<file path="src/rtl/polyveck_power2round_stream.sv">
// Streaming Power2Round over a K x N coefficient vector, LANES coefficients per beat.
// One register stage: each accepted beat appears split into (a1, a0) on the next cycle.
module polyveck_power2round_stream #(
   parameter int K     = 6,
   parameter int N     = 256,
   parameter int LANES = 8,
   parameter int D     = 13,
   parameter int Q     = 8380417,
   parameter int CW    = 32,
   parameter int CADDQ = 1
) (
   input  logic                               clk,
   input  logic                               rst,
   input  logic                               in_valid,
   output logic                               in_ready,
   input  logic [LANES*CW-1:0]                in_data,
   output logic                               out_valid,
   input  logic                               out_ready,
   output logic [LANES*CW-1:0]                out_a1,
   output logic [LANES*CW-1:0]                out_a0,
   output logic [((K > 1) ? $clog2(K) : 1)-1:0] out_poly_idx,
   output logic                               out_last_poly,
   output logic                               out_last_vec,
   output logic                               range_err,
   input  logic                               clear_err
);

   localparam int BEATS = N / LANES;
   localparam int BW    = (BEATS > 1) ? $clog2(BEATS) : 1;
   localparam int PW    = (K > 1) ? $clog2(K) : 1;

   localparam logic signed [CW:0] Q_EXT = (CW+1)'(Q);
   localparam logic signed [CW:0] RND   = (CW+1)'((1 << (D - 1)) - 1);

   if (K < 1 || LANES < 1 || (N % LANES) != 0 || CW < D + 2) begin : g_bad_params
      $error("polyveck_power2round_stream: illegal parameter set");
   end

   logic                  accept;
   logic [BW-1:0]         beat_cnt;
   logic [PW-1:0]         poly_cnt;
   logic                  beat_last;
   logic                  poly_last;
   logic [LANES*CW-1:0]   a1_next;
   logic [LANES*CW-1:0]   a0_next;
   logic [LANES-1:0]      lane_bad;

   assign in_ready  = !out_valid || out_ready;
   assign accept    = in_valid && in_ready;
   assign beat_last = (beat_cnt == BW'(BEATS - 1));
   assign poly_last = (poly_cnt == PW'(K - 1));

   for (genvar i = 0; i < LANES; i++) begin : g_lane
      logic signed [CW-1:0] a;
      logic signed [CW:0]   a_ext;
      logic signed [CW:0]   r;
      logic signed [CW:0]   sum;
      logic signed [CW-1:0] a1;
      logic signed [CW:0]   a1_ext;

      assign a     = in_data[CW*i +: CW];
      assign a_ext = {a[CW-1], a};

      if (CADDQ != 0) begin : g_caddq
         assign r           = a[CW-1] ? a_ext + Q_EXT : a_ext;
         assign lane_bad[i] = (a_ext < -Q_EXT) || (a_ext >= Q_EXT);
      end else begin : g_plain
         assign r           = a_ext;
         assign lane_bad[i] = a[CW-1] || (a_ext >= Q_EXT);
      end

      // After an arithmetic shift by D>=1 the top two bits agree, so the CW-bit
      // a1 sign-extended back to CW+1 bits equals the full-width quotient.
      assign sum    = r + RND;
      assign a1     = CW'(sum >>> D);
      assign a1_ext = {a1[CW-1], a1};

      assign a1_next[CW*i +: CW] = a1;
      assign a0_next[CW*i +: CW] = CW'(r - (a1_ext <<< D));
   end

   // NOTE: sequential state uses non-blocking assignments so every flop samples
   // pre-edge values regardless of block ordering.
   always_ff @(posedge clk) begin
      if (rst) begin
         out_valid     <= 1'b0;
         out_a1        <= '0;
         out_a0        <= '0;
         out_poly_idx  <= '0;
         out_last_poly <= 1'b0;
         out_last_vec  <= 1'b0;
      end else if (accept) begin
         out_valid     <= 1'b1;
         out_a1        <= a1_next;
         out_a0        <= a0_next;
         out_poly_idx  <= poly_cnt;
         out_last_poly <= beat_last;
         out_last_vec  <= beat_last && poly_last;
      end else if (out_ready) begin
         out_valid     <= 1'b0;
      end
   end

   // Position advances only on acceptance; the vector wraps with no idle beat.
   always_ff @(posedge clk) begin
      if (rst) begin
         beat_cnt <= '0;
         poly_cnt <= '0;
      end else if (accept) begin
         if (beat_last) begin
            beat_cnt <= '0;
            poly_cnt <= poly_last ? '0 : poly_cnt + 1'b1;
         end else begin
            beat_cnt <= beat_cnt + 1'b1;
         end
      end
   end

   // A fresh error outranks a simultaneous clear.
   always_ff @(posedge clk) begin
      if (rst) begin
         range_err <= 1'b0;
      end else if (accept && (|lane_bad)) begin
         range_err <= 1'b1;
      end else if (clear_err) begin
         range_err <= 1'b0;
      end
   end

endmodule

</file>
<file path="config.mk">
export PLATFORM = sky130hd
export DESIGN_NAME = polyveck_power2round_stream
export DESIGN_NICKNAME = d
export VERILOG_FILES = /design/src/rtl/polyveck_power2round_stream.sv
export SDC_FILE = /design/constraint.sdc
export NUM_CORES = 1
export LEC_CHECK = 0
export BUFFER_PORTS_ARGS = -buffer_cell sky130_fd_sc_hd__clkbuf_2
export CAP_MARGIN = 20
export CORE_UTILIZATION = 35
export CTS_CLUSTER_SIZE = 12
export DETAILED_ROUTE_END_ITERATION = 6
export PLACE_DENSITY = 0.53
export SLEW_MARGIN = 20
export SYNTH_ARGS = -nofsm -noshare
export SYNTH_HDL_FRONTEND = slang
export SYNTH_SLANG_ARGS = --single-unit
</file>
<file path="constraint.sdc">
create_clock -name clk -period 6.9 [get_ports clk]
set_input_delay 1.035 -clock clk [delete_from_list [all_inputs] [get_ports clk]]
set_output_delay 1.035 -clock clk [all_outputs]
set_load 0.02 [all_outputs]
</file>
==> out/results.tsv, run 1 <==
stage	metric	value	unit
run_status	status	completed	
sta	timing.slew.headroom	0.283	
sta	finalHoldViolations	0	
sta	worst_pin_slew	1070	ps
cts	clk_pin_slew	60	ps
placed_design	dp.cells	6359	
logic_synthesis	synth_flop_cell	dfxtp_1	
sta	finalMaxSlewViolations	0	
drt	drc_errors	0	
global_route	grtUsageTotal	0.251	
layout	n_fill_cell	10300	
job	cap_violations	0	
cts	ctsResizeCount	0	
layout	most-common-layout-cells	clkbuf_2 (779), nand2_1 (569), nor2_1 (438)	
drt	vias	35100	
setup_path	cp_slowest_cell	a2111oi_0	
drt	drt_wl_total	133000	um
sta	fmax	0.178	GHz
placed_design	portBuffers	780	
power	switchingPower	3.02	mW
global_route	grt_pass1_vias	32600	
die	num_rows	115	
logic_synthesis	syn_area	35100	sq um
drt	wire_per_inst	20.5	um
layout	fin_nets	5563	
setup_path	path_class	primary input to register	
power	ir_worst_vdd	191	uV
logic_synthesis	synth_top_area_share	0.246	
sta	finalCriticalPeriod	5620	ps
cts	cts_hold_buffers	0	
die	fp.dieH	319	um
global_route	grt_pass1_wl	201000	um
logic_synthesis	yosysSeqAreaShare	0.246	
layout	multi_input_area	23800	sq um
drt	drtPass1Iterations	5	
sta	finalWorstSetupSlack	1280	ps
placed_design	dp_hpwl	106000	um
cts	cts_tree	built	
sta	holdWs	451	ps
logic_synthesis	ys_seq_elements	431	
cts	clk_latency	660	ps
setup_path	critPathMaxFanout	10	
drt	drt_iter0_drc	2296	
sta	rsz0062_at_grt	no	
placed_design	routabilityCongestion	0.921	
placed_design	dp_slack	724	ps
cts	cts_buffers	58	
sta	finalCritPeriodShare	0.814	
setup_path	crit_arrival	6190	ps
logic_synthesis	synthesis.nets	5052	
cts	post_cts_buffers	0	
setup_path	critPathMaxStageDelay	740	ps
power	switching_share	0.360	
drt	vias_per_cell	5.43	
global_route	antenna_found_initial	6	
power	power_density	205	nW/um^2
logic_synthesis	async_reset_ff_frac	0	
global_route	grt_start_max_net_pins	125	
sta	setup_viol	0	
sta	skew	23.9	ps
layout	flow.area_growth_from_synthesis	17.1	%
die	core	98900	sq um
die	die_area	102000	sq um
layout	instances_no_fill	6468	
layout	final_common_cell	clkbuf_2	
global_route	grt-ovfl-total	0	
cts	cts-root-buf	clkbuf_16	
die	start_util	0.355	
die	io_pins	781	
logic_synthesis	synth_top_area_cell	dfxtp_1	
setup_path	cp-start-kind	primary input	
power	internal_power	5.39	mW
setup_path	required	7480	ps
logic_synthesis	synthCells	4621	
logic_synthesis	ys_types	127	
cts	cts_buffer_depth	3	
cts	cts-htree-levels	2	
layout	register_area	8630	sq um
layout	drive_gt1_frac	0.205	
logic_synthesis	yosys_warnings	0	
setup_path	crit_path_cell_trace	clkbuf_2 -> ha_1 -> nand4_1 -> nor4_2 -> xnor2_1 -> or3_1 -> a31o_4 -> inv_4 -> ha_1 -> nor2b_1 -> a2111oi_0 -> nor4bb_1 -> mux2i_1 -> a21oi_1 -> o311ai_2 -> a21oi_1 -> or3_4 -> mux2_1 -> a31oi_1	
power	pwr-share-comb	0.288	
logic_synthesis	synth_edf_count	0	
power	total_power	8.41	mW
power	p_clk_frac	0.375	
logic_synthesis	yosys-top-cells-area	dfxtp_1 (25%), xnor2_1 (7.6%), nand2_1 (6.1%)	
drt	postRouteAntennaNets	0	
logic_synthesis	syn_avg_cell_area	7.59	sq um
die	die_w	319	um
setup_path	end_kind	register	
power	seq_power_share	0.337	
min_path	hold_path_class	register to register	
cts	clkSinkCount	431	
power	power_leakage	17.7	nW
sta	finalSetupTns	0	ps
## power by group through the flow
stage	Sequential [mW]	Clock, mW	Combinational [mW]
global placement	2.89	0	2.42
CTS	2.84	3.25	2.43
detailed placement	2.89	0	2.42
global route	2.86	3.34	2.63
floorplan	3.11	0	1.40
finish	2.84	3.15	2.42
## flip-flops by register name, indices dropped and copies added (netlist names)
signal	count
out_last_poly	1
out_a0	256
out_valid	1
range_err	1
poly_cnt	3
out_last_vec	1
beat_cnt	5
out_poly_idx	3
out_a1	160
## per-layer routing
metal / routed length, um / track usage / vias up
met5: 13 / 0 / -
met4: 3530 / 0.0694 / 2
met3: 6880 / 0.0434 / 145
met2: 62100 / 0.420 / 973
met1: 60100 / 0.331 / 16500
li1: - / - / 17500
## synthesized netlist by cell type (18+ instances only)
master    count
nor4_1      100
nand4_1     100
mux2i_1      45
buf_2        42
or3_1        35
nand3_1     138
nor3_1      132
inv_1       206
a311oi_1     24
nor2_1      439
and4_1       26
ha_1        170
o21ai_0     128
dfxtp_1     431
clkbuf_1    204
or4_1        32
o31ai_1      26
a211oi_1    223
xnor2_1     306
nand2_1     570
a21oi_1     286
xor2_1      171
xnor3_1      24
and3_1       43
a21o_1       20
and2_1       51
o211ai_1     21
a31oi_1      38
buf_1        19
buf_4        96
nand2b_1     40
a21boi_0     18
## per-stage QoR
| step | utilization | area (sq um) |
|---|---|---|
| after detailed placement | 0.396 | 39100 |
| after CTS | 0.416 | 41100 |
| after floorplan | - | 35100 |
| after global placement | 0.396 | 39100 |
| after global routing | 0.416 | 41100 |
| final | 0.416 | 41100 |
## worst max-delay path: cells and delay by family
family	cells	cell delay (ps)
xor+xnor	1	170
simple gates	6	1790
buf+inv	2	300
fa+ha+maj	2	640
compound gates	6	1740
mux	2	510
## worst paths after layout
kind           startpoint     endpoint  slack (ps)  cells past startpoint
max reg2reg     out_valid  out_a0[131]        4090                      6
min reg2reg     out_a1[7]    out_a1[7]         450                      2
min             out_a1[7]    out_a1[7]         450                      2
max          in_data[160]  out_a0[187]        1280                     19
## logic make-up (layout without fill, tap and decap cells)
logic type,Yosys count,after routing,share of synthesized area
and+or+nand+nor,1854,1854,0.265
xor gates and xnor gates,508,508,0.139
buffers and inverters,586,1143,0.0759
adders and majority gates,170,170,0.0606
other,0,3,0
muxes,61,61,0.0180
DFF,431,431,0.246
AOI/OAI and AO/OA,1011,1011,0.195
## cell type report
cell class | instances | share of cell area
clock buffer | 73 | 0.0389
inverter | 218 | 0.0200
tap | 1287 | 0.0392
sequential | 431 | 0.210
clock inverter | 33 | 0.00859
antenna | 3 | 0.000183
timing repair buffer | 819 | 0.104
multi-input combinational | 3604 | 0.580
Note: power is estimated with default switching activity, not from simulation.
==> run 2, diff against run 1 <==
==> constraint.sdc (replaced) <==
create_clock -name clk -period 5.5 [get_ports clk]
set_input_delay 0.825 -clock clk [delete_from_list [all_inputs] [get_ports clk]]
set_output_delay 0.825 -clock clk [all_outputs]
set_load 0.02 [all_outputs]
==> run 2 against run 1 <==
  * Clock skew down 11 ps
  * Count of clock-buffer cells in the layout rose by 4
  * Critical endpoint is now out_a0[221]
  * Via count increased by 2.7%
  * Clock power grew 29%
  * Die area unchanged
  * Core utilization up 2.0 points
  * Register-to-register slack worse by 1000 ps
  * Critical path depth is the same
  * Critical path type unchanged
  * Sequential share of layout area is 0.94 points lower
==> out/results.tsv, run 2 (synthesis gave the netlist of run 1 again) <==
stage	metric	value	unit	change
layout	most-common-layout-cells	clkbuf_2 (779), nand2_1 (569), nor2_1 (438)		
placed_design	dp_hpwl	108000	um	+1.9%
setup_path	critPathMaxFanout	8		-2
sta	finalCritPeriodShare	0.893		
job	cap_violations	0		unchanged
layout	instances_no_fill	6705		+3.7%
setup_path	end_kind	register		
die	die_w	319	um	unchanged
cts	clk_latency	650	ps	about the same
sta	fmax	0.204	GHz	
drt	vias	36000		+2.7%
global_route	grtUsageTotal	0.253		+0.00172
die	fp.dieH	319	um	unchanged
placed_design	routabilityCongestion	0.941		+2.1%
layout	fin_nets	5801		+4.3%
power	power_density	252	nW/um^2	+23%
sta	rsz0062_at_grt	no		
drt	drtPass1Iterations	5		unchanged
layout	drive_gt1_frac	0.239		+0.0345
die	core	98900	sq um	unchanged
die	die_area	102000	sq um	unchanged
power	total_power	10.8	mW	+29%
cts	cts_hold_buffers	0		unchanged
setup_path	path_class	primary input to register		
global_route	grt_pass1_vias	33300		+2.3%
sta	finalHoldViolations	0		unchanged
power	power_leakage	18.9	nW	+6.8%
sta	finalMaxSlewViolations	0		unchanged
layout	n_fill_cell	10300		+0.25%
sta	setup_viol	0		unchanged
layout	flow.area_growth_from_synthesis	22.6	%	
layout	reg.largest.list	out_a0 (256), out_a1 (160), beat_cnt (5)		
cts	post_cts_buffers	0		unchanged
layout	final_common_cell	clkbuf_2		
drt	drt_iter0_drc	2343		+2.0%
setup_path	cp-start-kind	primary input		
global_route	grt_pass1_wl	203000	um	+0.92%
cts	clkSinkCount	431		unchanged
global_route	antenna_found_initial	7		+1
drt	postRouteAntennaNets	0		unchanged
sta	worst_pin_slew	1140	ps	+70.6 ps
setup_path	crit_arrival	5440	ps	-750 ps
setup_path	reg2reg_slack	3070	ps	-1020 ps
setup_path	required	6030	ps	-1450 ps
layout	largest_register_ff_count	256		unchanged
setup_path	r2r_end	out_a0[94]		
run_status	status	completed		
setup_path	r2r_cells	6		unchanged
min_path	hold_path_class	register to register		
cts	cts_buffer_depth	3		unchanged
die	start_util	0.355		unchanged
setup_path	r2r-start	out_valid		
sta	skew	13.2	ps	-10.7 ps
setup_path	setup.worst_path.end	out_a0[221]		
placed_design	portBuffers	780		unchanged
cts	clk_pin_slew	60	ps	about the same
setup_path	worstSetupStartpoint	in_data[192]		
sta	finalCriticalPeriod	4910	ps	
placed_design	dp.cells	6600		+3.8%
drt	drt_wl_total	134000	um	+0.96%
cts	cts-root-buf	clkbuf_16		
die	io_pins	781		unchanged
cts	cts_buffers	55		-5.2%
global_route	grt_start_max_net_pins	134		+7.2%
drt	vias_per_cell	5.37		-0.96%
sta	timing.slew.headroom	0.223		-0.0601
drt	drc_errors	0		unchanged
global_route	grt-ovfl-total	0		unchanged
die	num_rows	115		unchanged
cts	cts_tree	built		
drt	wire_per_inst	20.0	um	-2.6%
layout	largest-register	out_a0		
cts	cts-htree-levels	2		unchanged
sta	holdWs	451	ps	-0.296 ps
power	ir_worst_vdd	220	uV	+15%
[run 2: worst min path at each step]
stage                      startpoint           to  slack, ps  cells past startpoint
after floorplan           beat_cnt[4]  beat_cnt[4]        440                      2
after global placement    out_a1[241]  out_a1[241]        440                      2
after detailed placement  out_a1[113]  out_a1[113]        440                      2
after CTS                    in_valid    out_valid        390                      3
after global routing         in_valid    out_valid        420                      3
final                      out_a1[17]   out_a1[17]        450                      2
[run 2: layout make-up]
type / instances / area (sq um) / area share
Inverter: 218 / 821 / 0.0191
Clock buffer: 77 / 1620 / 0.0377
Tap cell: 1287 / 1610 / 0.0374
Antenna cell: 5 / 12.5 / 0.000291
Sequential cell: 431 / 8630 / 0.201
Timing Repair Buffer: 1060 / 6130 / 0.142
Multi-Input combinational cell: 3604 / 23800 / 0.554
Clock inverter: 23 / 375 / 0.00873
[run 2: per-layer routing]
metal | global-route usage | vias up | wire length [um]
li1 | - | 18000 | -
met1 | 0.335 | 16900 | 60700
met2 | 0.422 | 992 | 62600
met3 | 0.0401 | 157 | 7130
met4 | 0.0728 | 6 | 3490
met5 | 0 | - | 37
[run 2: stage by stage]
| stage | instance area, sq um | worst slack, ps | util | setup TNS (ps) |
|---|---|---|---|---|
| floorplan | 35100 | 135 | - | 0 |
| global placement | 41000 | -73.0 | 0.415 | -127 |
| detailed placement | 41000 | -154 | 0.415 | -417 |
| CTS | 43000 | 565 | 0.435 | 0 |
| global route | 43000 | 91.5 | 0.435 | 0 |
| finish | 43000 | 590 | 0.435 | 0 |
[run 2: timing repair]
item / 4_1_cts / 5_1_grt
gates resized for setup: 0 / 1
endpoints found under the hold margin: 0 / 0
endpoints found under the setup margin: 0 / 1
[run 2: power breakdown]
group | internal [mW] | total [mW] | switching (mW) | leakage, nW
clock | 2.51 | 4.07 | 1.56 | 0.975
combinational | 1.18 | 3.21 | 2.03 | 14.4
sequential | 3.39 | 3.56 | 0.178 | 3.57
[run 2: critical path, stage by stage]
cell       delay [ps]
clkbuf_2          180
ha_1              340
and2_1            260
nand4_1           150
xnor2_1           180
a2111oi_0         590
a211oi_1          220
ha_1              350
xnor2_1           370
nor4_1            120
o21ai_0           180
a31oi_1           100
a211oi_1          340
a211oi_1          120
o21ai_0           270
a21boi_1          160
a311o_1           400
xnor2_1           200
a21oi_1            90
